--- src/rtl/core_pkg.sv ---
// rtl/core_pkg.sv - shared fetch constants and state encoding
package core_pkg;

    localparam int          XLEN = 32;
    localparam logic [31:0] NOOP = 32'h00000013;

    typedef enum logic [1:0] {
        BOOT = 2'd0,
        RUN  = 2'd1,
        HALT = 2'd2
    } fetch_state_t;

endpackage

--- src/rtl/fetch_fifo.sv ---
// rtl/fetch_fifo.sv - synchronous prefetch FIFO of {pc, instr} with flush
module fetch_fifo
    import core_pkg::*;
#(
    parameter int DEPTH = 2
) (
    input  logic                    i_CLK,
    input  logic                    i_RST,
    input  logic                    i_FLUSH,
    input  logic                    i_PUSH,
    input  logic [XLEN-1:0]         i_PUSH_PC,
    input  logic [XLEN-1:0]         i_PUSH_INSTR,
    input  logic                    i_POP,
    output logic [XLEN-1:0]         o_HEAD_PC,
    output logic [XLEN-1:0]         o_HEAD_INSTR,
    output logic [$clog2(DEPTH):0]  o_COUNT,
    output logic                    o_EMPTY,
    output logic                    o_FULL
);

    localparam int AW = $clog2(DEPTH);

    logic [XLEN-1:0] pc_mem    [DEPTH];
    logic [XLEN-1:0] instr_mem [DEPTH];
    logic [AW-1:0]   wr_ptr;
    logic [AW-1:0]   rd_ptr;
    logic [AW:0]     count;
    logic            do_push;
    logic            do_pop;

    assign o_EMPTY      = (count == '0);
    assign o_FULL       = (count == (AW+1)'(DEPTH));
    assign o_COUNT      = count;
    assign o_HEAD_PC    = pc_mem[rd_ptr];
    assign o_HEAD_INSTR = instr_mem[rd_ptr];
    assign do_push      = i_PUSH && !i_FLUSH;
    assign do_pop       = i_POP && !o_EMPTY && !i_FLUSH;

    always_ff @(posedge i_CLK) begin
        if (i_RST || i_FLUSH) begin
            wr_ptr <= '0;
            rd_ptr <= '0;
            count  <= '0;
        end else begin
            if (do_push) wr_ptr <= wr_ptr + AW'(1);
            if (do_pop)  rd_ptr <= rd_ptr + AW'(1);
            count <= count + (AW+1)'(do_push) - (AW+1)'(do_pop);
        end
    end

    // Storage needs no reset; the count alone defines which entries are live.
    always_ff @(posedge i_CLK) begin
        if (do_push && !i_RST) begin
            pc_mem[wr_ptr]    <= i_PUSH_PC;
            instr_mem[wr_ptr] <= i_PUSH_INSTR;
        end
    end

endmodule

--- src/rtl/fetch_sequencer.sv ---
// rtl/fetch_sequencer.sv - credit-based instruction fetch with prefetch FIFO and flush
module fetch_sequencer
    import core_pkg::*;
#(
    parameter logic [31:0] RESET_PC = 32'h00000000,
    parameter int          DEPTH    = 2
) (
    input  logic        i_CLK,
    input  logic        i_RST,
    input  logic        i_EN,
    input  logic        i_REDIRECT,
    input  logic [31:0] i_REDIRECT_PC,
    output logic        o_IMEM_REQ,
    output logic [31:0] o_IMEM_ADDR,
    input  logic        i_IMEM_GNT,
    input  logic        i_IMEM_RVALID,
    input  logic [31:0] i_IMEM_RDATA,
    input  logic        i_INSTRUCTION_FETCH_NEXT,
    output logic [31:0] o_INSTRUCTION,
    output logic [31:0] o_INSTRUCTION_PC,
    output logic        o_INSTRUCTION_VALID
);

    localparam int AW = $clog2(DEPTH);
    localparam int CW = AW + 1;

    fetch_state_t    state_q, state_d;
    logic [XLEN-1:0] pc_q;
    logic [CW-1:0]   outstanding_q;
    logic [CW-1:0]   drop_q;
    logic [XLEN-1:0] tag_mem [DEPTH];
    logic [AW-1:0]   tag_wr_q;
    logic [AW-1:0]   tag_rd_q;

    logic [CW-1:0]   fifo_count;
    logic            fifo_empty;
    logic            fifo_full;
    logic [XLEN-1:0] head_pc;
    logic [XLEN-1:0] head_instr;

    logic [CW:0]     credit_used;
    logic            in_run;
    logic            run_redirect;
    logic            grant;
    logic            drop_hit;
    logic            push;
    logic            pop;
    logic            retire;

    always_comb begin
        state_d = state_q;
        case (state_q)
            BOOT:    state_d = i_EN ? RUN : HALT;
            RUN:     if (!i_EN) state_d = HALT;
            HALT:    if (i_EN)  state_d = RUN;
            default: state_d = BOOT;
        endcase
    end

    always_comb begin
        in_run       = (state_q == RUN);
        run_redirect = i_REDIRECT && in_run;
        credit_used  = {1'b0, outstanding_q} + {1'b0, fifo_count};
        o_IMEM_REQ   = in_run && i_EN && !i_REDIRECT && (credit_used < (CW+1)'(DEPTH));
        o_IMEM_ADDR  = pc_q;
        grant        = o_IMEM_REQ && i_IMEM_GNT;
        drop_hit     = i_IMEM_RVALID && (drop_q != '0);
        push         = i_IMEM_RVALID && !drop_hit && !run_redirect;
        pop          = i_INSTRUCTION_FETCH_NEXT && !fifo_empty && !run_redirect;
        // A response arriving with a redirect still retires one in-flight slot.
        retire       = i_IMEM_RVALID && ((drop_q != '0) || (outstanding_q != '0));
    end

    always_ff @(posedge i_CLK) begin
        if (i_RST) begin
            state_q       <= BOOT;
            pc_q          <= RESET_PC;
            outstanding_q <= '0;
            drop_q        <= '0;
            tag_wr_q      <= '0;
            tag_rd_q      <= '0;
        end else begin
            state_q <= state_d;
            if (i_REDIRECT)
                pc_q <= i_REDIRECT_PC & ~32'd3;
            else if (grant)
                pc_q <= pc_q + 32'd4;

            if (run_redirect) begin
                outstanding_q <= '0;
                drop_q        <= drop_q + outstanding_q - CW'(retire);
                tag_wr_q      <= '0;
                tag_rd_q      <= '0;
            end else begin
                outstanding_q <= outstanding_q + CW'(grant) - CW'(push);
                if (drop_hit) drop_q   <= drop_q - CW'(1);
                if (grant)    tag_wr_q <= tag_wr_q + AW'(1);
                if (push)     tag_rd_q <= tag_rd_q + AW'(1);
            end
        end
    end

    // PC tags follow grants in order so each response is paired with its address.
    always_ff @(posedge i_CLK) begin
        if (grant && !i_RST)
            tag_mem[tag_wr_q] <= pc_q;
    end

    always_ff @(posedge i_CLK) begin
        if (!i_RST)
            assert (!(push && fifo_full));
    end

    fetch_fifo #(
        .DEPTH (DEPTH)
    ) u_fifo (
        .i_CLK        (i_CLK),
        .i_RST        (i_RST),
        .i_FLUSH      (run_redirect),
        .i_PUSH       (push),
        .i_PUSH_PC    (tag_mem[tag_rd_q]),
        .i_PUSH_INSTR (i_IMEM_RDATA),
        .i_POP        (pop),
        .o_HEAD_PC    (head_pc),
        .o_HEAD_INSTR (head_instr),
        .o_COUNT      (fifo_count),
        .o_EMPTY      (fifo_empty),
        .o_FULL       (fifo_full)
    );

    assign o_INSTRUCTION_VALID = !fifo_empty;
    assign o_INSTRUCTION       = fifo_empty ? NOOP : head_instr;
    assign o_INSTRUCTION_PC    = fifo_empty ? 32'd0 : head_pc;

endmodule
--- config.mk ---
export PLATFORM = sky130hd
export DESIGN_NAME = fetch_sequencer
export DESIGN_NICKNAME = d
export VERILOG_FILES = /design/src/rtl/core_pkg.sv /design/src/rtl/fetch_fifo.sv /design/src/rtl/fetch_sequencer.sv
export SDC_FILE = /design/constraint.sdc
export NUM_CORES = 1
export LEC_CHECK = 0
export CORE_MARGIN = 2
export CORE_UTILIZATION = 57
export CTS_BUF_LIST = sky130_fd_sc_hd__clkbuf_16
export CTS_CLUSTER_DIAMETER = 60
export DETAILED_ROUTE_END_ITERATION = 8
export PLACE_DENSITY = 0.86
export SYNTH_ARGS = -nofsm -noshare
export SYNTH_HDL_FRONTEND = slang
export SYNTH_HIERARCHICAL = 1
export SYNTH_SLANG_ARGS = --single-unit
--- constraint.sdc ---
create_clock -name i_CLK -period 13.45 [get_ports i_CLK]
set_input_delay 4.035 -clock i_CLK [delete_from_list [all_inputs] [get_ports i_CLK]]
set_output_delay 4.035 -clock i_CLK [all_outputs]
set_load 0.005 [all_outputs]
# Yosys cells after proc, flatten, opt, wreduce, memory -nomap -nowiden
# Memory sizes are Yosys's and may differ from the RTL's. A register that Yosys moved wholly into a read port is not among the register bits.
# Cells that the tools add are included.
[totals]
register_bits = 44
mem_bits_rw = 192
input_bits = 71
output_inout_bits = 98
memories = 3
[mem_list]
columns = ["name", "words", "width", "read_ports", "rd_clocked_by_memory_dff", "write_ports", "line", "source"]
rows = [
  ["tag_mem", 2, 32, 1, 1, 1, "fetch_sequencer.sv:31", "logic [XLEN-1:0] tag_mem [DEPTH];"],
  ["u_fifo.instr_mem", 2, 32, 1, 1, 1, "fetch_fifo.sv:24", "logic [XLEN-1:0] instr_mem [DEPTH];"],
  ["u_fifo.pc_mem", 2, 32, 1, 1, 1, "fetch_fifo.sv:23", "logic [XLEN-1:0] pc_mem [DEPTH];"],
]
[classes]
addsub = 13
magnitude_cmp = 1
eq_ne = 4
mux = 20
n_reduce_logical = 32
[ops]
columns = ["cell", "n"]
rows = [
  ["32-bit 2-to-1 mux", 4],
  ["32-bit by 3-bit adder with 32-bit output, second input constant", 1],
  ["1-bit logical AND", 16],
  ["1-bit 2-to-1 mux", 10],
  ["2-bit 2-to-1 mux", 5],
  ["2-bit nonzero test", 4],
  ["2-bit case mux with 3 select lines", 1],
  ["2-bit by 1-bit subtractor with 2-bit output", 3],
  ["1-bit logical NOT", 5],
  ["1-bit adder, second input constant", 4],
  ["2-bit by 1-bit adder with 2-bit output", 2],
  ["2-bit logical NOT", 2],
  ["2-bit inequality test, second input constant", 2],
  ["2-bit OR reduction", 2],
  ["2-bit by 2-bit adder with 3-bit output", 1],
  ["3-bit by 2-bit less-than comparator with 1-bit output, second input constant", 1],
  ["2-bit adder", 1],
  ["2-bit by 1-bit == test with 1-bit output, second input constant", 1],
  ["2-bit == test, second input constant", 1],
  ["1-bit logical OR", 2],
  ["2-bit AND reduction", 1],
  ["2-bit by 1-bit subtractor with 2-bit output, second input constant", 1],
]

# Depth between registers and ports, before layout
# Gate-level depths: netlist (run 1).
[logic_depth]
depth_word = 9
ltp_mapped = 14
depth_no_buf = 11

# By module
# Netlist (run 1), hierarchy kept.
[modules_own_cells]
columns = ["module", "instances", "cells_per_inst", "area_each_um2", "seq_area_each_um2"]
rows = [
  ["fetch_sequencer", 1, 453, 4958.5, 2582.5],
  ["fetch_fifo", 1, 223, 4898.4, 3943.8],
]

# Least setup slack after synthesis (run 1)
# OpenSTA, ideal clock, no wires.
[synth_path]
path_type = "input to register"
startpoint = "in i_REDIRECT"
endpoint = "mem u_fifo.instr_mem[1][0] (enable)"
arrival_ps = 9442
t_required_ps = 12871
slack_ps = 3429
path_stages = 6
path_buffers = 1
path_cell_list = "buf_6 clkinv_1 nor3b_1 nor2_1 nand2b_1 nor3b_1"
[synth_between]
elab_chain_len = 7
[synth_rtl]
columns = ["element", "line", "source"]
rows = [
  ["start, declared", "fetch_sequencer.sv:11", "input logic i_REDIRECT,"],
  ["1-bit logical AND", "fetch_sequencer.sv:62", "run_redirect = i_REDIRECT && in_run;"],
  ["net run_redirect", "fetch_sequencer.sv:43", "logic run_redirect;"],
  ["1-bit logical NOT", "fetch_sequencer.sv:68", "push = i_IMEM_RVALID && !drop_hit && !run_redirect;"],
  ["1-bit logical AND", "fetch_sequencer.sv:68", ""],
  ["net push", "fetch_sequencer.sv:46", "logic push;"],
  ["1-bit logical AND", "fetch_fifo.sv:36", "assign do_push = i_PUSH && !i_FLUSH;"],
  ["1-bit logical AND", "fetch_fifo.sv:53", "if (do_push && !i_RST) begin"],
  ["1-bit 2-to-1 mux", "fetch_fifo.sv:53", ""],
  ["1-bit 2-to-1 mux (implied by the code)", "fetch_fifo.sv:55", "instr_mem[wr_ptr] <= i_PUSH_INSTR;"],
  ["end, declared", "fetch_fifo.sv:24", ""],
]
# The timed path passes the listed nets, and every way through them passes these cells.

# Final worst setup path (run 1)
[layout_path]
startpoint = "in i_REDIRECT"
endpoint = "out o_IMEM_REQ"
[layout_between]
elab_chain_len = 3
[layout_rtl]
columns = ["element", "line", "source"]
rows = [
  ["1-bit logical NOT", "fetch_sequencer.sv:64", "o_IMEM_REQ = in_run && i_EN && !i_REDIRECT && (credit_used < (CW+1)'(DEPTH));"],
  ["1-bit logical AND (2 in a row)", "fetch_sequencer.sv:64", ""],
  ["end, declared", "fetch_sequencer.sv:13", "output logic o_IMEM_REQ,"],
]
# Every way passes these cells.

==> flow_summary.toml, run 1 <==
[clock_tree]
cts_buffer_depth = 3
post_cts_buffers = 0
cts_buffers = 23
ctsHoldBuffers = 0
cts_resized = 0
cts_tree = "built"
htree_levels = 1
clk_pin_slew_worst_paths_ns = 0.06
root_buffer = "clkbuf_16"
insertion_delay_ns = 0.50
cts_sinks = 232

[placed_design]
io_buffer_count = 164
gp_congestion = 0.8498
dp_slack_ns = 3.773
place_area_mm2 = 0.01166
post-dp-hpwl_mm = 12.69
placed_cells = 1041

[power_and_ir_drop]
finalPower_mw = 1.995
power.leakage_nw = 4.092
p_per_area_mw_per_mm2 = 161.4
ir_drop_v = 0.0001623

[global_routing]
grt_pass1_vias = 6376
grt_overflow_total = 0
antenna_found_initial = 0
grt_pass1_wl_mm = 32.24
grtUsageTotal_pct = 22.36
grt_max_degree = 67

[synth]
synth_area_mm2 = 0.009851
ys_warn_count = 6
synth_cells = 675
avgSynthCellArea_um2 = 14.59

[routing]
viasPerCell = 5.682
ant_nets = 0
wl_per_cell_um = 18.85
wl_mm = 20.40
drc_errors = 0
vias = 6148
drt_iter0_markers = 418
dr.pass1.iters = 5

[timing]
slew_headroom_pct = 37.47
timing.setup.tns_ns = 0
min_period_over_period_pct = 72.00
hold_viol = 0
fin_ws_ns = 3.766
skew_ns = 0.02362
max_freq_ghz = 0.1033
grt_setup_unrepaired = "false"
setup_violations = 0
worst_slew_pin_slew_ns = 0.9380
post-route-min-period_ns = 9.684
slew_violations = 0

[die]
core_area_mm2 = 0.01712
die_y_um = 135.5
initial_core_util_pct = 57.55
rows = 48
die_w_um = 135.5
dieArea_mm2 = 0.01835
pin_count = 169

[outcome]
outcome = "finished, final reports clean"

[finish]
final_cells = 1082
diodes = 0
syn_to_final_growth_pct = 25.45
fin_area_mm2 = 0.01236
nNetsFinal = 921
drive_above_1_share_pct = 19.02

[setup_path]
ff2ff_setup_slack_ns = 9.77
critPathCaptureType = "output port"
rr_worst_depth = 11
required_ns = 9.41
crit_arrival_ns = 5.65
worstReg2RegStart = "u_fifo/o_COUNT[0]"
timing.rr.end = "outstanding_q[1]"
cp_max_fo = 35
crit_type = "in -> out"
start_kind = "primary input"

[worst_hold_path]
hp-start = "tag_rd_q"
hold-path-cell-count = 2
hp-class = "reg -> reg"

[job]
cap_violations = 0
## report_power, final
| group | internal (mW) | switching (mW) |
|---|---|---|
| sequential | 0.855 | 0.0334 |
| combinational | 0.283 | 0.231 |
| clock | 0.347 | 0.246 |
## worst max path at each step
stage          startpoint  slack, ns                endpoint  depth (start not counted)
4_1_cts        i_REDIRECT       3.76              o_IMEM_REQ                          5
3_3_place_gp   i_REDIRECT       3.79              o_IMEM_REQ                          5
6_report       i_REDIRECT       3.77              o_IMEM_REQ                          5
3_5_place_dp   i_REDIRECT       3.77              o_IMEM_REQ                          5
5_1_grt        i_REDIRECT       3.72              o_IMEM_REQ                          5
2_1_floorplan  i_REDIRECT       3.43  u_fifo/instr_mem[1][0]                          6
## cell usage in the layout, fill, tap and decap left out, types with 8 or more instances in the layout
cell and instances:
mux2_2 96, a31oi_1 8, clkbuf_16 23, buf_4 10
clkdlybuf4s50_1 164, edfxtp_1 188, nand3_1 13, a21oi_1 27
nor2_1 19, xnor2_1 14, nor2b_1 63, nand2_1 26
ha_1 8, dfxtp_1 43, inv_1 21, o22ai_1 8
## registers in the layout (all words and copies together), names as in the netlist, 2 cells and up, named ones only
name	flops
tag_mem	60
outstanding_q	2
state_q	2
u_fifo/pc_mem	64
o_IMEM_ADDR	30
u_fifo/o_COUNT	2
drop_q	2
u_fifo/instr_mem	64
## stage by stage
step                hold WS, ns  utilization [%]
detailed placement       0.5090            68.12
global placement         0.4883            68.12
global route             0.5506            72.20
CTS                      0.5239            72.20
finish                   0.5260            72.20
floorplan                0.4693                -
## area by class of cell
class | count | area [um^2]
inverter | 14 | 52.55
clock inverter | 18 | 122.6
fill | 1084 | 4758
clock buffer | 23 | 575.6
sequential | 232 | 6528
timing repair buffer | 174 | 1717
tap | 225 | 281.5
multi-input combinational | 396 | 3082
## critical path, stage by stage
cell	delay (ns)
clkdlybuf4s50_1	0.39
buf_4	0.25
nor4b_2	0.28
and3b_1	0.19
clkdlybuf4s50_1	0.50
## routing by layer
layer,part of all wire [%],wire (um),up-vias,global-route usage (%)
met2,48,9821,277,37.51
met3,7.4,1516,47,3.853
met1,42,8552,2966,29.69
met4,2.5,507,0,7.986
li1,-,-,2858,-
met5,0,0,-,0
No activity file was read; power rests on OpenSTA's default activity.
==> run 2: changes to the inputs <==
Settings changed: CORE_UTILIZATION 57 to 53, PLACE_DENSITY 0.86 to 0.81.
Clock period 13.45 ns to 9.3 ns, I/O delays scaled along.
==> run 2 against run 1 <==
Compared with the run above: first-iteration DRC count up 0.72%; largest cell class unchanged; count of clock-buffer cells in the layout unchanged; global-route usage down 2.1 points; clock skew down 0.0067 ns; hold slack better by 0.0025 ns; register-to-register slack worse by 4.1 ns; die area up 7.3%; critical path depth unchanged; routed wire length down 2.1%; clock power up 43%; power up 44%.
==> flow_summary.toml, run 2 (synthesized netlist as in run 1, its figures left out) <==
[placed_design]
gp_congestion = 0.8482
post-dp-hpwl_mm = 12.49
place_area_mm2 = 0.01166
io_buffer_count = 164

[power_and_ir_drop]
finalPower_mw = 2.867
ir_drop_v = 0.0001800
p_per_area_mw_per_mm2 = 232.0
power.leakage_nw = 4.061

[timing]
post-route-min-period_ns = 7.187
slew_headroom_pct = 38.04
grt_setup_unrepaired = "false"
worst_slew_pin_slew_ns = 0.9294
skew_ns = 0.01693
setup_violations = 0
min_period_over_period_pct = 77.28
hold_viol = 0
timing.setup.tns_ns = 0
max_freq_ghz = 0.1391
slew_violations = 0

[setup_path]
crit_type = "in -> out"
critPathCaptureType = "output port"
cp_cell_sequence = "clkdlybuf4s50_1, buf_4, nor4b_2, and3b_1, clkdlybuf4s50_1"
critPathBufInv = 3
start_kind = "primary input"
required_ns = 6.51
path_common_cell = "clkdlybuf4s50_1"
cpMaxStageDelayCell = "clkdlybuf4s50_1"
crit_arrival_ns = 4.40
cp_top_family = "buffers and inverters"
cp_max_fo = 35
cp_slowest_stage_delay_ns = 0.49

[die]
core_area_mm2 = 0.01809
pin_count = 169
initial_core_util_pct = 54.47
die_w_um = 140.3
die_y_um = 140.3
dieArea_mm2 = 0.01969
rows = 49

[clock_tree]
cts_resized = 0
cts_sinks = 232
post_cts_buffers = 0
htree_levels = 1
cts_buffers = 23
cts_buffer_depth = 3
ctsHoldBuffers = 0
cts_tree = "built"
insertion_delay_ns = 0.51
clk_pin_slew_worst_paths_ns = 0.06
root_buffer = "clkbuf_16"

[routing]
drt_iter0_markers = 421
drt-met1-wl_mm = 8.366
dr.pass1.iters = 6
ant_nets = 0
drc_errors = 0
dr_wl_met3_mm = 1.538
viasPerCell = 5.541
wl_mm = 19.98
vias = 6023
wl_per_cell_um = 18.38
route.met2.wl_mm = 9.773
routed.top_layer = "met4"

[finish]
fin_util_pct = 68.35
final_common_cell = "edfxtp_1"
diodes = 0
fin_area_mm2 = 0.01236
reg_top3 = "u_fifo/instr_mem (64), u_fifo/pc_mem (64), tag_mem (60)"
final_cell_mix = "edfxtp_1 (188), clkdlybuf4s50_1 (164), mux2_2 (96)"
syn_to_final_growth_pct = 25.49
nNetsFinal = 921
drive_above_1_share_pct = 19.23

[worst_hold_path]
hp-class = "reg -> reg"

[job]
cap_violations = 0

[global_routing]
grt_max_degree = 67
grtUsageTotal_pct = 20.24
antenna_found_initial = 0
grt_pass1_wl_mm = 32.02
grt_overflow_total = 0
grt_pass1_vias = 6224

[outcome]
outcome = "finished, final reports clean"
==> run 2: cell types whose count changed in the layout (fill, tap and decap cells not counted), sizes merged <==
| cell | delta |
|---|---|
| inv | -8 |
| bufinv | -1 |
| clkinvlp | +2 |
| clkinv | +8 |
==> run 2: final timing paths <==
path,startpoint,endpoint,slack [ns],cells past startpoint
worst max-delay path,i_REDIRECT,o_IMEM_REQ,2.11,5
worst min-delay path,tag_rd_q,flop,0.53,2
worst max register to register,u_fifo/o_COUNT[0],outstanding_q[1],5.65,11
worst min register to register,tag_rd_q,flop,0.53,2
==> run 2: metal layers <==
metal	vias up	global-route usage, %
met5	-	0
met4	0	6.220
met3	28	3.966
met2	285	34.03
met1	2854	26.85
li1	2856	-
==> run 2: power breakdown <==
part           switching (mW)  internal, mW
Combinational           0.327         0.408
Sequential             0.0473          1.24
Clock                   0.370         0.479
==> run 2: layout make-up <==
| cell class | count | area (um^2) |
|---|---|---|
| clock buffer | 23 | 575.6 |
| clock inverter | 19 | 121.4 |
| fill | 1226 | 5724 |
| inverter | 14 | 52.55 |
| multi-input combinational | 396 | 3082 |
| sequential | 232 | 6528 |
| tap | 229 | 286.5 |
| timing repair buffer | 174 | 1717 |
==> run 2: worst reg2reg max path, cell delays in order, from the launching register on <==
cell     delay, ns
dfxtp_1       0.43
and2_1        0.18
fa_1          0.44
nor4b_2       0.31
and4b_1       0.72
inv_2         0.41
ha_1          0.42
inv_1         0.05
ha_1          0.19
xor2_1        0.19
xnor2_1       0.14
nor2_1        0.07
==> run 2: through the flow <==
stage / setup slack [ns] / std cells / hold WS (ns)
after global placement: 2.135 / 1045 / 0.4874
after detailed placement: 2.125 / 1045 / 0.5043
after floorplan: 0.5238 / 680 / 0.4693
after CTS: 2.108 / 1087 / 0.5293
after global routing: 2.038 / 1087 / 0.5473
final: 2.113 / 1087 / 0.5286
==> run 3: changes to the inputs <==
Settings changed: CORE_UTILIZATION 53 to 48, PLACE_DENSITY 0.81 to 0.77.
Clock period 9.3 ns to 5.97 ns, I/O delays scaled along.
==> run 3 against run 2 <==
Compared with the run above: cell area rose by 1.8%; clock skew fell by 0.0043 ns; clock power rose by 79%; core utilization fell by 5.9 points; count of clock-buffer cells in the layout rose by 2; register-to-register slack got worse by 3.2 ns; routed wire length rose by 0.92%; sequential share of layout area fell by 0.94 points; worst setup slack got worse by 1.1 ns; cell count rose by 4.0%.
==> flow_summary.toml, run 3 (synthesized netlist as in run 1, its figures left out) <==
[finish]
regArea_mm2 = 0.006528
final_cells = 1131
multi_input_area_mm2 = 0.003094
nFillCells = 1544
fin_area_mm2 = 0.01259
syn_to_final_growth_pct = 27.77
reg_top3 = "u_fifo/instr_mem (64), u_fifo/pc_mem (64), tag_mem (60)"
final_cell_mix = "edfxtp_1 (188), clkdlybuf4s50_1 (164), mux2_2 (96)"
drive_above_1_share_pct = 19.74
final_common_cell = "edfxtp_1"
diodes = 0
nNetsFinal = 923

[die]
core_area_mm2 = 0.02017
pin_count = 169
initial_core_util_pct = 48.84
dieArea_mm2 = 0.02168
die_w_um = 147.3
rows = 52
die_y_um = 147.3

[routing]
wl_mm = 20.16
wl_per_cell_um = 17.83
vias = 6054
dr.pass1.iters = 5
ant_nets = 0
drc_errors = 0
drt_iter0_markers = 512
viasPerCell = 5.353

[setup_path]
ff2ff_setup_slack_ns = 2.44
crit_type = "in -> out"
crit_arrival_ns = 3.20
cp_max_fo = 3
required_ns = 4.18
start_kind = "primary input"
critPathCaptureType = "output port"

[placed_design]
place_area_mm2 = 0.01176
gp_congestion = 0.7948
post-dp-hpwl_mm = 12.56
placed_cells = 1087
io_buffer_count = 164

[job]
cap_violations = 0

[worst_hold_path]
hp-class = "reg -> reg"

[power_and_ir_drop]
p_int_mw = 3.501
swShare_pct = 25.11
p_per_area_mw_per_mm2 = 371.4
power.leakage_nw = 4.131
p_seq_share_pct = 42.8
pwr-share-comb_pct = 24.6
finalPower_mw = 4.675
ir_drop_v = 0.0002207
pwr-share-clk_pct = 32.5
p_sw_mw = 1.174

[global_routing]
grt_pass1_vias = 5982
grt_pass1_wl_mm = 31.77
grtUsageTotal_pct = 18.37
grt_overflow_total = 0
grt_max_degree = 67
antenna_found_initial = 0

[clock_tree]
cts_buffers = 24
root_buffer = "clkbuf_16"
cts_tree = "built"
cts_sinks = 232
htree_levels = 1
cts_resized = 0
insertion_delay_ns = 0.51
ctsHoldBuffers = 0
cts_buffer_depth = 3
clk_pin_slew_worst_paths_ns = 0.06
post_cts_buffers = 0

[timing]
slew_headroom_pct = 39.77
grt_setup_unrepaired = "false"
worst_slew_pin_slew_ns = 0.9002
post-route-min-period_ns = 4.988
setup_violations = 0
max_freq_ghz = 0.2005
timing.setup.tns_ns = 0
hold_viol = 0
slew_violations = 0
skew_ns = 0.01266
min_period_over_period_pct = 83.55

[outcome]
outcome = "finished, final reports clean"
[run 3: changes by cell type in the layout (fill, tap and decap cells not counted), sizes merged]
| cell | change |
|---|---|
| buf | +1 |
| bufinv | +3 |
| clkbuf | +2 |
| clkinv | -1 |
| inv | -2 |
[run 3: critical path: stages]
cell and delay [ns]:
clkdlybuf4s50_1 0.49, nor4b_2 0.22, and3b_1 0.19, clkdlybuf4s50_1 0.50
[run 3: layout make-up]
class                           instances  area share, %
Clock inverter                         19          1.581
Clock buffer                           25          4.971
Tap cell                              270          2.684
Inverter                               14         0.4175
Multi-Input combinational cell        396          24.59
Timing Repair Buffer                  175          13.90
Sequential cell                       232          51.86
[run 3: metal layers]
| metal | vias up | global-route usage, % | wire length (um) |
|---|---|---|---|
| li1 | 2859 | - | - |
| met1 | 2918 | 25.32 | 8833 |
| met2 | 245 | 30.14 | 9543 |
| met3 | 32 | 3.012 | 1400 |
| met4 | 0 | 5.721 | 384 |
| met5 | - | 0 | 0 |
[run 3: through the flow]
step           worst slack (ns)  hold slack, ns  util (%)
4_1_cts                  0.9712          0.5246     62.40
5_1_grt                  0.8850          0.5688     62.40
6_report                 0.9818          0.5226     62.40
2_1_floorplan            0.4497          0.4693         -
3_5_place_dp             0.9657          0.5080     58.31
3_3_place_gp              1.021          0.4862     58.31
[run 3: path summary, 6_finish.rpt]
path | startpoint | endpoint | cells past startpoint
worst min-delay path | tag_rd_q | tag_rd_q | 2
worst max register to register | u_fifo/o_COUNT[0] | outstanding_q[1] | 11
worst min register to register | tag_rd_q | tag_rd_q | 2
worst max-delay path | i_EN | o_IMEM_REQ | 4
[run 3: power groups by stage]
stage	registers [mW]	clock network, mW	logic [mW]
3_5_place_dp	2.04	0	1.17
2_1_floorplan	2.01	0	0.612
5_1_grt	2.02	1.61	1.26
3_3_place_gp	2.03	0	1.16
4_1_cts	2.00	1.55	1.18
6_report	2.00	1.52	1.15
